### src/rtl/imem_loader_pkg.sv
// Shared definitions for the boot-time instruction memory loader.
package imem_loader_pkg;

  typedef enum logic [2:0] {
    IDLE   = 3'd0,
    LEN_HI = 3'd1,
    LEN_LO = 3'd2,
    DATA   = 3'd3,
    WRITE  = 3'd4,
    DONE   = 3'd5,
    ERR    = 3'd6
  } state_t;

  localparam int BYTES_PER_WORD = 4;
  localparam int LEN_W          = 16;

endpackage

### src/rtl/imem_loader_byte_packer.sv
// Big-endian 4-byte assembler: first byte lands in [31:24]; word_full flags the 4th byte.
// Index and partial word only move on load, so valid gaps inside a word are harmless.
module byte_packer
  import imem_loader_pkg::*;
(
  input  logic        clk,
  input  logic        clr,
  input  logic        load,
  input  logic [7:0]  byte_in,
  output logic [31:0] word,
  output logic        word_full
);

  logic [1:0]  idx;
  logic [31:0] word_q;

  // ~idx maps lane 0 to bit 24, lane 3 to bit 0.
  always_ff @(posedge clk) begin
    if (clr) begin
      idx    <= 2'd0;
      word_q <= 32'd0;
    end else if (load) begin
      word_q[{~idx, 3'b000} +: 8] <= byte_in;
      idx                         <= idx + 2'd1;
    end
  end

  assign word      = word_q;
  assign word_full = load && (idx == 2'(BYTES_PER_WORD - 1));

endmodule

### src/rtl/imem_loader.sv
// Loads a length-prefixed byte stream into instruction memory, one word per 5 cycles,
// holding the CPU in PC-clear until the program is written; byte_ready drops in WRITE/IDLE/DONE/ERR.
module imem_loader
  import imem_loader_pkg::*;
#(
  parameter int                AWIDTH   = 32,
  parameter int                DEPTH    = 1024,
  parameter logic [AWIDTH-1:0] BASEADDR = '0
) (
  input  logic              clk,
  input  logic              clr,
  input  logic              start,
  input  logic [7:0]        byte_in,
  input  logic              byte_valid,
  output logic              byte_ready,
  output logic [AWIDTH-1:0] mem_addr,
  output logic [31:0]       mem_din,
  output logic              mem_wr,
  output logic              mem_cs,
  output logic              cpu_run,
  output logic              busy,
  output logic              done,
  output logic              err,
  output logic [15:0]       word_cnt
);

  state_t             state, state_n;
  logic [LEN_W-1:0]   len;
  logic [LEN_W-1:0]   len_next;
  logic [15:0]        cnt;
  logic [15:0]        cnt_inc;
  logic               len_zero;
  logic               len_too_big;
  logic               data_load;
  logic               word_full;
  logic [31:0]        word;

  // Derived from state rather than byte_ready to keep the packer out of a combinational loop.
  assign data_load   = byte_valid && (state == DATA);
  assign len_next    = {len[15:8], byte_in};
  assign len_zero    = (len_next == '0);
  assign len_too_big = (32'(len_next) > 32'(DEPTH));
  assign cnt_inc     = cnt + 16'd1;

  byte_packer u_packer (
    .clk       (clk),
    .clr       (clr),
    .load      (data_load),
    .byte_in   (byte_in),
    .word      (word),
    .word_full (word_full)
  );

  always_ff @(posedge clk) begin
    if (clr) begin
      state <= IDLE;
    end else begin
      state <= state_n;
    end
  end

  always_ff @(posedge clk) begin
    if (clr) begin
      len <= '0;
      cnt <= 16'd0;
    end else begin
      if (byte_valid && (state == LEN_HI)) len[15:8] <= byte_in;
      if (byte_valid && (state == LEN_LO)) len[7:0]  <= byte_in;
      if (state == WRITE)                  cnt       <= cnt_inc;
    end
  end

  always_comb begin
    state_n    = state;
    byte_ready = 1'b0;
    mem_wr     = 1'b0;
    mem_cs     = 1'b0;
    mem_din    = 32'd0;
    busy       = 1'b0;
    done       = 1'b0;
    err        = 1'b0;
    cpu_run    = 1'b0;
    unique case (state)
      IDLE: begin
        if (start) state_n = LEN_HI;
      end
      LEN_HI: begin
        byte_ready = 1'b1;
        busy       = 1'b1;
        if (byte_valid) state_n = LEN_LO;
      end
      LEN_LO: begin
        byte_ready = 1'b1;
        busy       = 1'b1;
        if (byte_valid) begin
          if (len_zero)         state_n = DONE;
          else if (len_too_big) state_n = ERR;
          else                  state_n = DATA;
        end
      end
      DATA: begin
        byte_ready = 1'b1;
        busy       = 1'b1;
        if (word_full) state_n = WRITE;
      end
      WRITE: begin
        mem_wr  = 1'b1;
        mem_cs  = 1'b1;
        mem_din = word;
        busy    = 1'b1;
        state_n = (cnt_inc == len) ? DONE : DATA;
      end
      DONE: begin
        done    = 1'b1;
        cpu_run = 1'b1;
      end
      ERR: begin
        err = 1'b1;
      end
      default: begin
        state_n = IDLE;
      end
    endcase
  end

  // Byte address tracks PC addressing: word index times four, offset by the base.
  assign mem_addr = BASEADDR + (AWIDTH'(cnt) << 2);
  assign word_cnt = cnt;

endmodule
### config.mk
export PLATFORM = sky130hd
export DESIGN_NAME = imem_loader
export DESIGN_NICKNAME = d
export VERILOG_FILES = /design/src/rtl/imem_loader_pkg.sv /design/src/rtl/imem_loader_byte_packer.sv /design/src/rtl/imem_loader.sv
export SDC_FILE = /design/constraint.sdc
export NUM_CORES = 1
export LEC_CHECK = 0
export ABC_AREA = 0
export CAP_MARGIN = 20
export CORE_UTILIZATION = 30
export CTS_BUF_LIST = sky130_fd_sc_hd__clkbuf_8
export CTS_CLUSTER_DIAMETER = 120
export CTS_CLUSTER_SIZE = 25
export DETAILED_ROUTE_END_ITERATION = 16
export PLACE_DENSITY = 0.53
export REMOVE_ABC_BUFFERS = 1
export SLEW_MARGIN = 20
export SYNTH_ARGS = -nofsm -noshare
export SYNTH_HDL_FRONTEND = slang
export SYNTH_SLANG_ARGS = --single-unit
### constraint.sdc
create_clock -name clk -period 2.65 [get_ports clk]
set_input_delay 0.53 -clock clk [delete_from_list [all_inputs] [get_ports clk]]
set_output_delay 0.53 -clock clk [all_outputs]
set_load 0.02 [all_outputs]
==> results.yml <==
routing:
  vias: 3560
  drt_wl_total_um: 10670
  ant_nets: 0
  drc: 0
  drt_iter0_drc: 176
  wl_per_cell_um: 14.52
  drt-vias-per-instance: 4.844
  first_pass_iters: 4
pwr:
  seqPwrFrac_pct: 47.6
  clkPwrFrac_pct: 33.3
  p_leak_nw: 1.853
  intPower_mw: 1.627
  netSwitchingFraction_pct: 30.58
  p_comb_share_pct: 19.1
  powerDensity_mw_per_mm2: 467.5
  vdd.ir_drop.worst_mv: 0.1748
  power_switching_mw: 0.7167
synthesis:
  synth_edf_count: 0
  synth_flop_cell: "dfxtp_1"
  ys_ff_latch: 69
  ys_seq_area_share_pct: 34.46
  yosysUniqueCellTypes: 62
  synth_async_sr_flop_share_pct: 0
  yosysWarnings: 0
  syn-cell-area_mm2: 0.004009
  syn_area_per_cell_um2: 8.115
  synthCells: 494
critical_path:
  reg2reg_depth: 6
  cp-endpoint: "mem_din[9]"
  arrival_ns: 2.06
  required_ns: 2.12
  max_stage_delay_ns: 0.60
  regToRegEndpoint: "state[1]"
  critical_path_class: "reg -> out"
  cpMaxStageDelayCell: "clkdlybuf4s50_1"
  r2r_slack_ns: 0.33
  startpoint: "state[0]"
  cp_max_fo: 24
  cp-start-kind: "register"
  path_cells: "nor2_2 > buf_6 > and3_1 > clkdlybuf4s50_1"
  cp-end-kind: "output pin"
  r2r_start: "word_cnt[3]"
cts:
  worst_skew_pair.late_latency_ns: 0.35
  clockBufferDepth: 2
  numCtsBuffers: 9
  clock-root-buffer: "clkbuf_8"
  cts_tree: "yes"
  hold_buffers: 0
  cts.htree.levels: 3
  numClockSinks: 69
  path_clk_slew_ns: 0.07
global_route:
  grt_pass1_wl_um: 17570
  first_global_vias: 3389
  track_usage_pct: 15.88
  grt_antenna_before_repair: 0
  grt_max_degree: 33
  grt-ovfl-total: 0
timing:
  max_slew_margin_pct: 61.26
  timing.hold.ws_ns: 0.4528
  skew_ns: 0.007553
  rsz0062_at_grt: "yes"
  slew_viol_final: 0
  worstMarginPinSlew_ns: 0.5805
  clock.fmax_ghz: 0.3854
  setup_ws_ns: 0.05506
  period_needed_ns: 2.595
  hold_viol: 0
  setup_viol: 0
  fin_crit_sh_pct: 97.92
floorplanning:
  rows: 41
  die_h_um: 117.6
  die_x_um: 117.6
  core_mm2: 0.01282
  fp.dieArea_mm2: 0.01383
  initial_utilization_pct: 31.26
  ios: 99
final_layout:
  insertedDiodeCount: 0
  mostFrequentLayoutCells: "clkdlybuf4s50_1 (81), dfxtp_1 (68), nand2_1 (50)"
  layout-drive-gt1-share_pct: 10.83
  area_growth_pct: 25.06
  nNetsFinal: 576
  layout_commonest_cell: "clkdlybuf4s50_1"
placement:
  port_buffers: 82
  pre_cts_ws_ns: 0.3170
  dp_hpwl_um: 7662
  routabilityCongestion: 0.7763
run:
  cap_violations: 0
worst_hold_path:
  hold_path_startpoint: "u_packer.word[27]"
  min_path_type: "reg -> reg"
outcome:
  outcome: "finished, final reports clean"
## synthesized netlist by cell type, types with 6 or more instances
master | instances | area share, %
ha_1 | 6 | 1.9
dfxtp_1 | 69 | 34
clkbuf_1 | 17 | 1.6
buf_4 | 38 | 7.1
inv_1 | 9 | 0.84
a21oi_1 | 40 | 5.0
xor2_1 | 13 | 2.8
mux2i_1 | 16 | 4.0
buf_2 | 6 | 0.75
xnor2_1 | 17 | 3.7
nand3_1 | 36 | 4.5
and3_1 | 34 | 5.3
o21ai_0 | 8 | 1.0
nand2_1 | 50 | 4.7
nor4_1 | 6 | 0.94
nor3_1 | 15 | 1.9
nor2_1 | 44 | 4.1
## state kept, by name (all words and copies together) (netlist names)
name	count
state	3
u_packer.idx	2
u_packer.word	32
word_cnt	16
len	16
## repair_timing
action,CTS,global route
endpoints found under the setup margin,3,27
buffers inserted,0,0
cloned,0,0
resized for setup,2,0
## worst min path at each step
stage | end | slack (ns) | cells after the start
6_report | u_packer.word[27] | 0.45 | 2
5_1_grt | u_packer.word[26] | 0.47 | 2
4_1_cts | u_packer.word[26] | 0.45 | 2
3_5_place_dp | u_packer.word[26] | 0.44 | 2
3_3_place_gp | u_packer.word[13] | 0.45 | 2
2_1_floorplan | u_packer.word[0] | 0.42 | 2
## metrics by stage
stage                     TNS (ns)  total power [mW]  instance area (µm²)  utilization [%]  instances
after detailed placement         0             1.580                 4830            37.66        719
after global routing       -0.7272             2.462                 5014            39.09        735
after CTS                        0             2.371                 5014            39.09        735
after floorplan                  0             1.389                 3618                -        441
after global placement           0             1.571                 4830            37.66        719
final                            0             2.344                 5014            39.09        735
## power groups by stage
stage / registers [mW] / clock network (mW) / logic (mW)
6_report: 1.12 / 0.780 / 0.448
2_1_floorplan: 1.13 / 0 / 0.263
4_1_cts: 1.11 / 0.808 / 0.448
5_1_grt: 1.12 / 0.850 / 0.492
3_3_place_gp: 1.14 / 0 / 0.435
3_5_place_dp: 1.14 / 0 / 0.441
## per-layer routing
metal / routed length (µm) / track usage (%) / vias up
met5: 0 / 0 / -
met3: 361 / 1.986 / 9
li1: - / - / 1783
met1: 5257 / 21.93 / 1689
met2: 4923 / 24.93 / 79
met4: 129 / 6.490 / 0
## critical path: cells and delay by family (launching register included)
family / cells / cell delay [ns]
buf+inv: 2 / 0.83
simple gates: 2 / 0.43
flops: 1 / 0.45
## cell families after synthesis
kind of cell               after synthesis  share of synthesized area (%)
buffers and inverters                   78                          12.08
muxes                                   18                          4.650
adders and majority gates                6                          1.873
AOI/OAI and AO/OA                       69                          10.89
other                                    1                        0.09354
DFF                                     69                          34.46
xor gates and xnor gates                31                          6.960
and+or+nand+nor                        222                          28.99
## layout make-up
class / count / area [µm²]
tap: 172 / 215.2
sequential: 69 / 1383
inverter: 10 / 37.54
timing repair buffer: 106 / 999.7
multi-input combinational: 362 / 2200
clock buffer: 11 / 151.4
clock inverter: 5 / 27.53
fill: 1328 / 7811
(Power assumes the default switching activity.)
